File: config.mk
export PLATFORM = sky130hd
export DESIGN_NAME = multicycle_main_fsm
export DESIGN_NICKNAME = d
export VERILOG_FILES = /design/src/rtl/multicycle_main_fsm.sv
export SDC_FILE = /design/constraint.sdc
export NUM_CORES = 1
export LEC_CHECK = 0
export CAP_MARGIN = 30
export CELL_PAD_IN_SITES_DETAIL_PLACEMENT = 1
export CELL_PAD_IN_SITES_GLOBAL_PLACEMENT = 2
export CORE_AREA = 2 2 88 90
export CTS_CLUSTER_SIZE = 28
export DETAILED_ROUTE_END_ITERATION = 10
export DIE_AREA = 0 0 90 92
export HOLD_SLACK_MARGIN = 0.06
export PLACE_DENSITY_LB_ADDON = 0.1
export SYNTH_ARGS = -nofsm -noshare
export SYNTH_HDL_FRONTEND = slang
export SYNTH_SLANG_ARGS = --single-unit
export TNS_END_PERCENT = 20
File: constraint.sdc
create_clock -name clk -period 1.9 [get_ports clk]
set_input_delay 0.38 -clock clk [delete_from_list [all_inputs] [get_ports clk]]
set_output_delay 0.38 -clock clk [all_outputs]
set_load 0.05 [all_outputs]
File: src/rtl/multicycle_main_fsm.sv
// Main control FSM for the multicycle RISC-V datapath: sequences fetch/decode/execute/
// memory/writeback, drives mux selects and strobes, and counts retired instructions.
module multicycle_main_fsm #(
    parameter int CNT_W = 32
) (
    input  logic             clk,
    input  logic             rst_n,
    input  logic [6:0]       opcode,
    input  logic             mem_ready,
    output logic [1:0]       ALUOp,
    output logic [1:0]       ALUSrcA,
    output logic [1:0]       ALUSrcB,
    output logic [1:0]       ResultSrc,
    output logic             AdrSrc,
    output logic             IRWrite,
    output logic             PCUpdate,
    output logic             Branch,
    output logic             RegWrite,
    output logic             MemWrite,
    output logic             illegal_instr,
    output logic [CNT_W-1:0] instret,
    output logic [3:0]       state_o
);

    typedef enum logic [3:0] {
        S_FETCH    = 4'd0,
        S_DECODE   = 4'd1,
        S_MEMADR   = 4'd2,
        S_MEMREAD  = 4'd3,
        S_MEMWB    = 4'd4,
        S_MEMWRITE = 4'd5,
        S_EXECUTER = 4'd6,
        S_EXECUTEI = 4'd7,
        S_ALUWB    = 4'd8,
        S_BRANCH   = 4'd9,
        S_JAL      = 4'd10
    } state_t;

    localparam logic [6:0] OP_LW    = 7'b0000011;
    localparam logic [6:0] OP_SW    = 7'b0100011;
    localparam logic [6:0] OP_RTYPE = 7'b0110011;
    localparam logic [6:0] OP_ITYPE = 7'b0010011;
    localparam logic [6:0] OP_BR    = 7'b1100011;
    localparam logic [6:0] OP_JAL   = 7'b1101111;

    state_t           r_state;
    state_t           w_next;
    logic             r_illegal;
    logic [CNT_W-1:0] r_instret;
    logic             w_unsupported;
    logic             w_retire;

    always_ff @(posedge clk or negedge rst_n) begin
        if (!rst_n) begin
            r_state   <= S_FETCH;
            r_illegal <= 1'b0;
            r_instret <= '0;
        end else begin
            r_state   <= w_next;
            r_illegal <= (r_state == S_DECODE) && w_unsupported;
            if (w_retire)
                r_instret <= r_instret + CNT_W'(1);
        end
    end

    always_comb begin
        w_next        = S_FETCH;
        w_unsupported = 1'b0;
        w_retire      = 1'b0;
        ALUOp         = 2'b00;
        ALUSrcA       = 2'b00;
        ALUSrcB       = 2'b00;
        ResultSrc     = 2'b00;
        AdrSrc        = 1'b0;
        IRWrite       = 1'b0;
        PCUpdate      = 1'b0;
        Branch        = 1'b0;
        RegWrite      = 1'b0;
        MemWrite      = 1'b0;
        case (r_state)
            S_FETCH: begin
                ALUSrcB   = 2'b10;
                ResultSrc = 2'b10;
                IRWrite   = mem_ready;
                PCUpdate  = mem_ready;
                w_next    = mem_ready ? S_DECODE : S_FETCH;
            end
            S_DECODE: begin
                // Compute the branch target into ALUOut while the opcode is decoded.
                ALUSrcA = 2'b01;
                ALUSrcB = 2'b01;
                case (opcode)
                    OP_LW, OP_SW: w_next = S_MEMADR;
                    OP_RTYPE:     w_next = S_EXECUTER;
                    OP_ITYPE:     w_next = S_EXECUTEI;
                    OP_BR:        w_next = S_BRANCH;
                    OP_JAL:       w_next = S_JAL;
                    default: begin
                        w_next        = S_FETCH;
                        w_unsupported = 1'b1;
                    end
                endcase
            end
            S_MEMADR: begin
                ALUSrcA = 2'b10;
                ALUSrcB = 2'b01;
                w_next  = (opcode == OP_LW) ? S_MEMREAD : S_MEMWRITE;
            end
            S_MEMREAD: begin
                AdrSrc = 1'b1;
                w_next = mem_ready ? S_MEMWB : S_MEMREAD;
            end
            S_MEMWB: begin
                ResultSrc = 2'b01;
                RegWrite  = 1'b1;
                w_retire  = 1'b1;
            end
            S_MEMWRITE: begin
                AdrSrc   = 1'b1;
                MemWrite = 1'b1;
                w_retire = mem_ready;
                w_next   = mem_ready ? S_FETCH : S_MEMWRITE;
            end
            S_EXECUTER: begin
                ALUSrcA = 2'b10;
                ALUOp   = 2'b10;
                w_next  = S_ALUWB;
            end
            S_EXECUTEI: begin
                ALUSrcA = 2'b10;
                ALUSrcB = 2'b01;
                ALUOp   = 2'b10;
                w_next  = S_ALUWB;
            end
            S_ALUWB: begin
                RegWrite = 1'b1;
                w_retire = 1'b1;
            end
            S_BRANCH: begin
                ALUSrcA  = 2'b10;
                ALUOp    = 2'b01;
                Branch   = 1'b1;
                w_retire = 1'b1;
            end
            S_JAL: begin
                // JAL retires on its way out of ALUWB, not here.
                ALUSrcA  = 2'b01;
                ALUSrcB  = 2'b10;
                PCUpdate = 1'b1;
                w_next   = S_ALUWB;
            end
            default: w_next = S_FETCH;
        endcase
    end

    assign illegal_instr = r_illegal;
    assign instret       = r_instret;
    assign state_o       = r_state;

endmodule

==> impl_results.md, run 1 <==
* Status: complete, no violations
* HP Start: instret[31]
* Sink Count at 37
* Mapped Cells at 196
* RR Endpoint: instret[15]
* Row Count at 32
* Clock Path Buffers at 2
* Final hold vios at 0
* Cells taking the most area after synthesis: dfrtp_1 (47%), xnor2_1 (13%), nand3_1 (3.5%)
* Post-synth net total at 207
* Register clock-pin slew on the reported worst setup and hold paths at 0.08 ns
* CTS tree: yes
* GP Congestion at 0.719
* Post-route setup slack at 0.0150 ns
* #FFs+latches synth at 37
* Area delta synth->final at 63.2%
* DRC at 0
* CTS Buf Count at 5
* Final hold slack at 0.472 ns
* Mean Syn Cell Area at 10.1 sq um
* Synth top area share at 0.466
* Die extent in y at 92 um
* Vias in the first global route at 1,832
* Total core area at 0.00745 sq mm
* Die area at 0.00828 sq mm
* Pre-CTS WS at -0.146 ns
* Filler cell count at 857
* Min-Delay Endpoint: instret[31]
* VDD IR max at 0.729 mV
* Crit path largest cell delay at 0.47 ns
* Final HPWL DP at 4160 um
* Max Cap Viol at 0
* Post-route ant nets at 0
* Seq/Total Area, Yosys at 0.466
* Number of H-tree levels at 2
* Via density per instance at 4.66
* Placed cells at 372
* YS warnings at 0
* First-pass GRT wire length at 9300 um
* Routed WL per cell at 14.5 um
* Gr usage total at 0.139
* GRT overflow at 0
* Clk_lat worst skew at 0.29 ns
* CP required at 1.52 ns
* Synth Cell Area at 0.00199 sq mm
* Layout cells sized above 1 at 0.389
* Port buffer count at 60
* Clk_skew at 0.0111 ns
* Nets at 293
* Tmin final at 1.88 ns
* CP Class: reg2out
* CP endpoint kind: output port
* Critical path arrival at 1.50 ns
* Layout Cells excl Fill at 385
* # IOs at 61
* CP top delay family: flip-flops
* Final Cycle Share at 0.992
* Initial Util at 0.267
* Yosys cell types at 39
* DR pass1 iterations at 4
* CP startpoint kind: flop
* Finished Core Util at 0.435
* Area leader, netlist: dfrtp_1
* Final Slew Violations at 0
* CP max-delay cell: dfrtp_2
* CP bufs+invs at 2
* Initial antenna violation count at 0
* Hold Path Depth at 1
* Worst reg2reg startpoint: state_o[3]
* Fmax at 531 MHz
* PD cells at 707 mW/mm^2
* FF-to-FF setup slack at 0.18 ns
* Ant diodes at 0
* Hold WC Path Type: reg2reg
* DIE WIDTH at 90 um
* Worst slew margin at 0.668
* Root Buffer: clkbuf_8
* Drt first-iter violations at 59
* DR vias at 1,794
* RSZ-0062 raised after global routing: true
* Largest net degree at the start of global routing at 38
* Worst Path Max Fanout at 8
* Setup violators final at 0
* Final setup TNS at 0 ns
* CP Cell Sequence: nand2b_4 -> buf_6 -> a211oi_4 -> buf_12
* FF-to-FF path depth at 6
* Worst Tran Pin Value at 0.497 ns
* Total Wirelength at 5570 um
* Leakage at 1.39 nW
## worst register-to-register path: stages (launching register included)
cell and delay [ns]:
dfrtp_2 0.44, nand2b_1 0.18, o21a_4 0.27, nor4_4 0.26
buf_4 0.19, nand4_1 0.13, xnor2_1 0.15
## how the worst max path moves through the flow
stage / endpoint / slack (ns) / cells past startpoint / start
finish: RegWrite / 0.02 / 4 / state_o[2]
global route: ALUSrcB[1] / -0.06 / 5 / state_o[3]
CTS: RegWrite / -0.02 / 4 / state_o[3]
detailed placement: instret[21] / -0.15 / 6 / mem_ready
global placement: instret[15] / -0.12 / 7 / mem_ready
floorplan: IRWrite / -0.26 / 3 / state_o[1]
## repair_timing
action,4_1_cts,5_1_grt
hold endpoints to repair,37,0
setup buffers,4,0
resized for setup,6,3
pin swaps,2,1
setup endpoints to repair,7,11
hold buffers,1,0
## state kept, by name, summed over array words and instances (netlist names)
name,count
illegal_instr,1
instret,32
state_o,4
## final cells by class
cell class	count	area [sq um]	area share
timing repair buffer	88	935	0.288
clock inverter	1	30.0	0.00926
inverter	3	11.3	0.00347
tap	102	128	0.0394
multi-input combinational	147	1120	0.346
sequential	37	931	0.287
clock buffer	7	86.3	0.0266
## synthesized netlist by cell type, drive strengths merged
cell,instances
nand4b,1
buf,7
nor3b,2
a32o,1
clkbuf,2
nand2,17
and4,4
xnor2,29
a41oi,2
a211oi,2
nand4,10
and3,9
a41o,1
and2,3
o21ai,4
and3b,1
a21oi,5
nor2b,3
nand3,14
inv,3
dfrtp,37
a21boi,1
o21a,1
nand2b,5
nor2,13
nor4,5
nor3,5
mux2i,1
xor2,4
mux2,1
ha,1
a211o,1
o22ai,1
## metal layers
metal / wire length [um] / global-route usage
met5: 0 / 0
met1: 2710 / 0.198
met4: 57 / 0.0423
met3: 235 / 0.0353
met2: 2570 / 0.208
## layout by cell type (no fill, tap or decap), types with 4 or more instances in the layout
cell | netlist | routed
and3_1 | 9 | 9
and4_1 | 4 | 4
buf_12 | 0 | 19
buf_4 | 2 | 55
clkbuf_8 | 0 | 6
clkdlybuf4s50_1 | 0 | 10
dfrtp_1 | 37 | 33
dfrtp_2 | 0 | 4
nand2_1 | 17 | 16
nand3_1 | 14 | 14
nand4_1 | 10 | 10
nor2_1 | 13 | 10
xnor2_1 | 29 | 28
xor2_1 | 4 | 4
## kinds of logic after synthesis
kind of cell / share of synthesized area
multiplexers: 0.0107
AO/OA/AOI/OAI: 0.0680
adder cells (fa/ha/maj): 0.00630
flip-flops: 0.466
XOR/XNOR: 0.145
buffers and inverters: 0.0290
AND/OR/NAND/NOR: 0.275
## where the power goes
group	internal, mW	leakage, nW	switching (mW)	total [mW]
Sequential	0.836	0.486	0.0632	0.900
Clock	0.428	0.0585	0.287	0.715
Combinational	0.267	0.840	0.410	0.677
## through the flow
step | cell area (sq um) | power [mW]
5_1_grt | 3240 | 2.39
6_report | 3240 | 2.29
2_1_floorplan | 2090 | 1.30
3_5_place_dp | 3050 | 1.58
3_3_place_gp | 3050 | 1.58
4_1_cts | 3230 | 2.31
Note: power is estimated with default switching activity, not from simulation.
==> inputs of run 2 (changes only) <==
--- a/config.mk
+++ b/config.mk
@@ -12,8 +12,9 @@
 export CTS_CLUSTER_SIZE = 28
 export DETAILED_ROUTE_END_ITERATION = 10
 export DIE_AREA = 0 0 90 92
-export HOLD_SLACK_MARGIN = 0.06
+export HOLD_SLACK_MARGIN = 0.12
 export PLACE_DENSITY_LB_ADDON = 0.1
+export SKIP_CTS_REPAIR_TIMING = 1
 export SYNTH_ARGS = -nofsm -noshare
 export SYNTH_HDL_FRONTEND = slang
 export SYNTH_SLANG_ARGS = --single-unit
==> run 2 against run 1 <==
Net effect:
- the run now ends with setup timing left
- first-iteration DRC count grew 5.1%
- routed wire length grew 1.8%
- critical path depth grew 1
- design area grew 1.7%
- register-to-register slack is essentially flat
- flip-flop and latch count is the same
- highest routed layer unchanged
==> impl_results.md, run 2 (synthesis gave the netlist of run 1 again) <==
* CP max-delay cell: dfrtp_2
* GRT overflow at 0
* Clock Path Buffers at 2
* Register clock-pin slew on the reported worst setup and hold paths at 0.08 ns
* Sink Count at 37
* Drt first-iter violations at 62
* Finished Core Util at 0.443
* PD cells at 697 mW/mm^2
* CP Class: reg2out
* Vias in the first global route at 1,797
* Status: complete, but fails checks
* Layout Cells excl Fill at 389
* Row Count at 32
* Pre-CTS WS at -0.146 ns
* # IOs at 61
* Initial antenna violation count at 0
* GP Congestion at 0.719
* Fmax at 525 MHz
* DIE WIDTH at 90 um
* Hold WC Path Type: reg2reg
* Final HPWL DP at 4160 um
* Clk_skew at 0.0104 ns
* Post-route setup slack at -0.00496 ns
* CP endpoint kind: output port
* Post-DP Area at 0.00305 sq mm
* Met1 Use GR at 0.202
* Worst reg2reg startpoint: state_o[2]
* Ant diodes at 0
* Placed cells at 372
* CP startpoint kind: flop
* Critical path arrival at 1.52 ns
* Worst Tran Pin Value at 0.497 ns
* DR pass1 iterations at 4
* Leakage at 1.41 nW
* Root Buffer: clkbuf_8
* Sequential share of power at 0.391
* Gr usage total at 0.138
* Internal power at 1.54 mW
* RSZ-0062 raised after global routing: true
* Clk_lat worst skew at 0.29 ns
* Final Slew Violations at 0
* Switching Fraction at 0.332
* Setup violators final at 1
* Setup crit start: state_o[2]
* First-pass GRT wire length at 9200 um
* Fin area at 0.00330 sq mm
* Crit path largest cell delay at 0.48 ns
* Area delta synth->final at 65.9%
* Layout cells sized above 1 at 0.401
* GRT busiest layer: met1
* Filler cell count at 851
* Overall power consumption at 2.30 mW
* Worst slew margin at 0.668
* Tmin final at 1.90 ns
* Final Cycle Share at 1.00
* Number of H-tree levels at 2
* Combinational power share at 0.298
* Max FFs per register at 32
* CP Cell Sequence: buf_4 -> xnor2_4 -> nand2_2 -> a21oi_4 -> buf_12
* CTS Buf Count at 5
* Total core area at 0.00745 sq mm
* Post-route ant nets at 0
* Port buffer count at 60
* Max Cap Viol at 0
* CP required at 1.52 ns
* Met3 usage at 0.0362
* Most common cell after layout, fill and taps aside: buf_4
* Initial Util at 0.267
* Die extent in y at 92 um
* Psw at 763 uW
* Routed WL per cell at 14.6 um
* VDD IR max at 0.742 mV
* HP Start: instret[31]
* Via density per instance at 4.62
* Final hold vios at 0
* Total Wirelength at 5670 um
* DR vias at 1,798
* Violated checks: setup timing
* CTS tree: yes
* Final setup TNS at -0.00496 ns
* Worst Path Max Fanout at 7
* Nets at 297
* Largest net degree at the start of global routing at 38
* Clk pwr share at 0.311
* Commonest cells after routing, fill and taps aside: buf_4 (57), dfrtp_1 (33), xnor2_1 (28)
* Final hold slack at 0.471 ns
* Met2 Usage GRT at 0.198
* DRC at 0
* Die area at 0.00828 sq mm
-- run 2: critical path: cells and delay by family (launching register included) --
family,cells,cell delay (ns)
DFF,1,0.48
buffers and inverters,2,0.33
xor gates and xnor gates,1,0.18
AOI/OAI and AO/OA,1,0.14
and+or+nand+nor,1,0.09
-- run 2: power by group through the flow --
stage / clock [mW] / combinational, mW / sequential (mW)
6_report: 0.715 / 0.684 / 0.899
5_1_grt: 0.767 / 0.725 / 0.906
3_3_place_gp: 0 / 0.669 / 0.914
3_5_place_dp: 0 / 0.669 / 0.914
4_1_cts: 0.730 / 0.671 / 0.900
2_1_floorplan: 0 / 0.228 / 1.07
-- run 2: worst paths after layout --
kind / end / slack [ns] / depth (start not counted)
worst max-delay path: ALUSrcB[0] / -0.005 / 5
worst min register to register: instret[31] / 0.47 / 1
worst max register to register: instret[15] / 0.19 / 6
min in group asynchronous: instret[27] / 0.58 / 3
max in group asynchronous: state_o[0] / 1.11 / 3
worst min-delay path: instret[31] / 0.47 / 1
-- run 2: layer usage --
metal	share of wire	routed length (um)
met5	0	0
met4	0.010	57
met3	0.039	221
met2	0.45	2550
met1	0.50	2840
-- run 2: cell type report --
type	instances	area [sq um]	share of cell area
multi-input combinational	147	1130	0.344
timing repair buffer	92	975	0.296
sequential	37	931	0.282
tap	102	128	0.0387
clock buffer	7	86.3	0.0262
clock inverter	1	30.0	0.00911
inverter	3	11.3	0.00342
==> inputs of run 3 (changes only) <==
--- a/config.mk
+++ b/config.mk
@@ -8,12 +8,13 @@
 export CAP_MARGIN = 30
 export CELL_PAD_IN_SITES_DETAIL_PLACEMENT = 1
 export CELL_PAD_IN_SITES_GLOBAL_PLACEMENT = 2
-export CORE_AREA = 2 2 88 90
+export CORE_AREA = 2 2 76 78
 export CTS_CLUSTER_SIZE = 28
 export DETAILED_ROUTE_END_ITERATION = 10
-export DIE_AREA = 0 0 90 92
+export DIE_AREA = 0 0 78 80
+export DONT_BUFFER_PORTS = 1
 export HOLD_SLACK_MARGIN = 0.12
-export PLACE_DENSITY_LB_ADDON = 0.1
+export PLACE_DENSITY_LB_ADDON = 0.25
 export SKIP_CTS_REPAIR_TIMING = 1
 export SYNTH_ARGS = -nofsm -noshare
 export SYNTH_HDL_FRONTEND = slang
==> run 3 against run 2 <==
Net effect:
- largest power group unchanged
- sequential power decreased by 1%
- maximum frequency increased by 0.44%
- die area down 25%
- the flow now finishes without violations
- clock skew shrank 0.0010 ns
- register-to-register slack lost 0.06 ns
- highest routed layer unchanged
- sequential share of layout area grew 4.4 points
- via count decreased by 3.2%
- worst setup slack better by 0.0083 ns
- first-iteration DRC count up 40%
==> impl_results.md, run 3 (synthesis gave the netlist of run 1 again) <==
* Status: complete, no violations
* Setup crit start: state_o[1]
* GRT overflow at 0
* Finished Core Util at 0.529
* Crit path largest cell delay at 0.56 ns
* Most common cell after layout, fill and taps aside: buf_4
* Tmin final at 1.90 ns
* Number of H-tree levels at 2
* Routed WL per cell at 16.5 um
* Max Cap Viol at 0
* Hold WC Path Type: in2reg
* Port buffer count at 0
* PD cells at 768 mW/mm^2
* Switching Fraction at 0.328
* CTS tree: yes
* Drt first-iter violations at 87
* CP required at 1.52 ns
* Root Buffer: clkbuf_8
* Sequential share of power at 0.403
* DR vias at 1,740
* Leakage at 1.24 nW
* Fmax at 527 MHz
* Psw at 721 uW
* Sink Count at 37
* CP max-delay cell: dfrtp_4
* CP top delay family: flip-flops
* FF-to-FF path depth at 5
* Register clock-pin slew on the reported worst setup and hold paths at 0.06 ns
* Nets at 267
* Vias in the first global route at 1,823
* Area delta synth->final at 44.0%
* Combinational power share at 0.282
* CP startpoint kind: flop
* Via density per instance at 5.29
* Worst Path Max Fanout at 9
* Worst slew margin at 0.544
* Row Count at 27
* Gr usage total at 0.183
* Crit path depth at 3
* FF-to-FF setup slack at 0.13 ns
* Worst Tran Pin Value at 0.678 ns
* RR Endpoint: instret[23]
* Met2 Usage GRT at 0.316
* GP Congestion at 0.891
* Post-route setup slack at 0.00338 ns
* Largest net degree at the start of global routing at 38
* Final Slew Violations at 0
* Total Wirelength at 5440 um
* VDD IR max at 0.564 mV
* RSZ-0062 raised after global routing: true
* Clk_lat worst skew at 0.28 ns
* Layout Cells excl Fill at 329
* CP endpoint kind: output port
* Overall power consumption at 2.20 mW
* First-pass GRT wire length at 9020 um
* Worst reg2reg startpoint: state_o[3]
* Pre-CTS WS at 0.120 ns
* Met1 Use GR at 0.223
* Crit path capture: ALUSrcA[1]
* Commonest cells after routing, fill and taps aside: buf_4 (50), dfrtp_1 (33), xnor2_1 (28)
* Placed cells at 313
* Clock Path Buffers at 2
* DR pass1 iterations at 4
* Setup violators final at 0
* Met3 usage at 0.0543
* Total core area at 0.00541 sq mm
* Initial Util at 0.368
* Die area at 0.00624 sq mm
* Critical path arrival at 1.52 ns
* Max FFs per register at 32
* CTS Buf Count at 5
* DIE WIDTH at 78 um
* CP Cell Sequence: nand2b_2 -> o22ai_4 -> buf_12
* Final hold vios at 0
* Ant diodes at 0
* Final Cycle Share at 0.998
* Clk_skew at 0.00932 ns
* Die extent in y at 80 um
* Clk pwr share at 0.315
* DRC at 0
* CP Class: reg2out
* Post-route ant nets at 0
* Layout cells sized above 1 at 0.358
* Internal power at 1.48 mW
* CP bufs+invs at 1
* Initial antenna violation count at 0
* # IOs at 61
* GRT busiest layer: met2
* Final HPWL DP at 4110 um
## run 3: how the worst min path moves through the flow
stage	start	end	slack, ns	cells past startpoint
2_1_floorplan	rst_n	illegal_instr	0.08	0
4_1_cts	rst_n	instret[9]	-0.23	0
5_1_grt	opcode[2]	state_o[0]	0.33	3
6_report	opcode[3]	state_o[0]	0.33	3
3_3_place_gp	rst_n	instret[16]	0.09	0
3_5_place_dp	rst_n	instret[15]	0.09	0
## run 3: power by group through the flow
| stage | Sequential, mW | Clock, mW | Combinational [mW] |
|---|---|---|---|
| 2_1_floorplan | 1.07 | 0 | 0.228 |
| 3_3_place_gp | 0.899 | 0 | 0.573 |
| 3_5_place_dp | 0.905 | 0 | 0.585 |
| 4_1_cts | 0.890 | 0.715 | 0.587 |
| 5_1_grt | 0.893 | 0.757 | 0.654 |
| 6_report | 0.886 | 0.693 | 0.619 |
## run 3: final cells by class
cell class / count / area, sq um
Clock buffer: 7 / 86.3
Clock inverter: 1 / 30.0
Fill cell: 602 / 2540
Inverter: 3 / 11.3
Multi-Input combinational cell: 147 / 1120
Sequential cell: 37 / 933
Tap cell: 72 / 90.1
Timing Repair Buffer: 62 / 586
## run 3: routing by layer
layer,share of wire,vias up
met5,0,-
met4,0.012,0
met3,0.061,8
met2,0.50,46
met1,0.43,880
li1,-,806
## run 3: per-stage QoR
stage | hold slack [ns] | instance area [sq um] | TNS [ns]
global placement | 0.0854 | 2630 | 0
detailed placement | 0.0854 | 2630 | 0
CTS | -0.228 | 2750 | -0.224
finish | 0.332 | 2860 | 0
global route | 0.330 | 2860 | -0.336
floorplan | 0.0844 | 2090 | -1.72
## run 3: worst register-to-register path: stages (launching register included)
cell and delay [ns]:
dfrtp_2 0.42, nand2b_1 0.18, o21a_4 0.27, nor4_4 0.43, nand4_1 0.19, xnor2_1 0.16
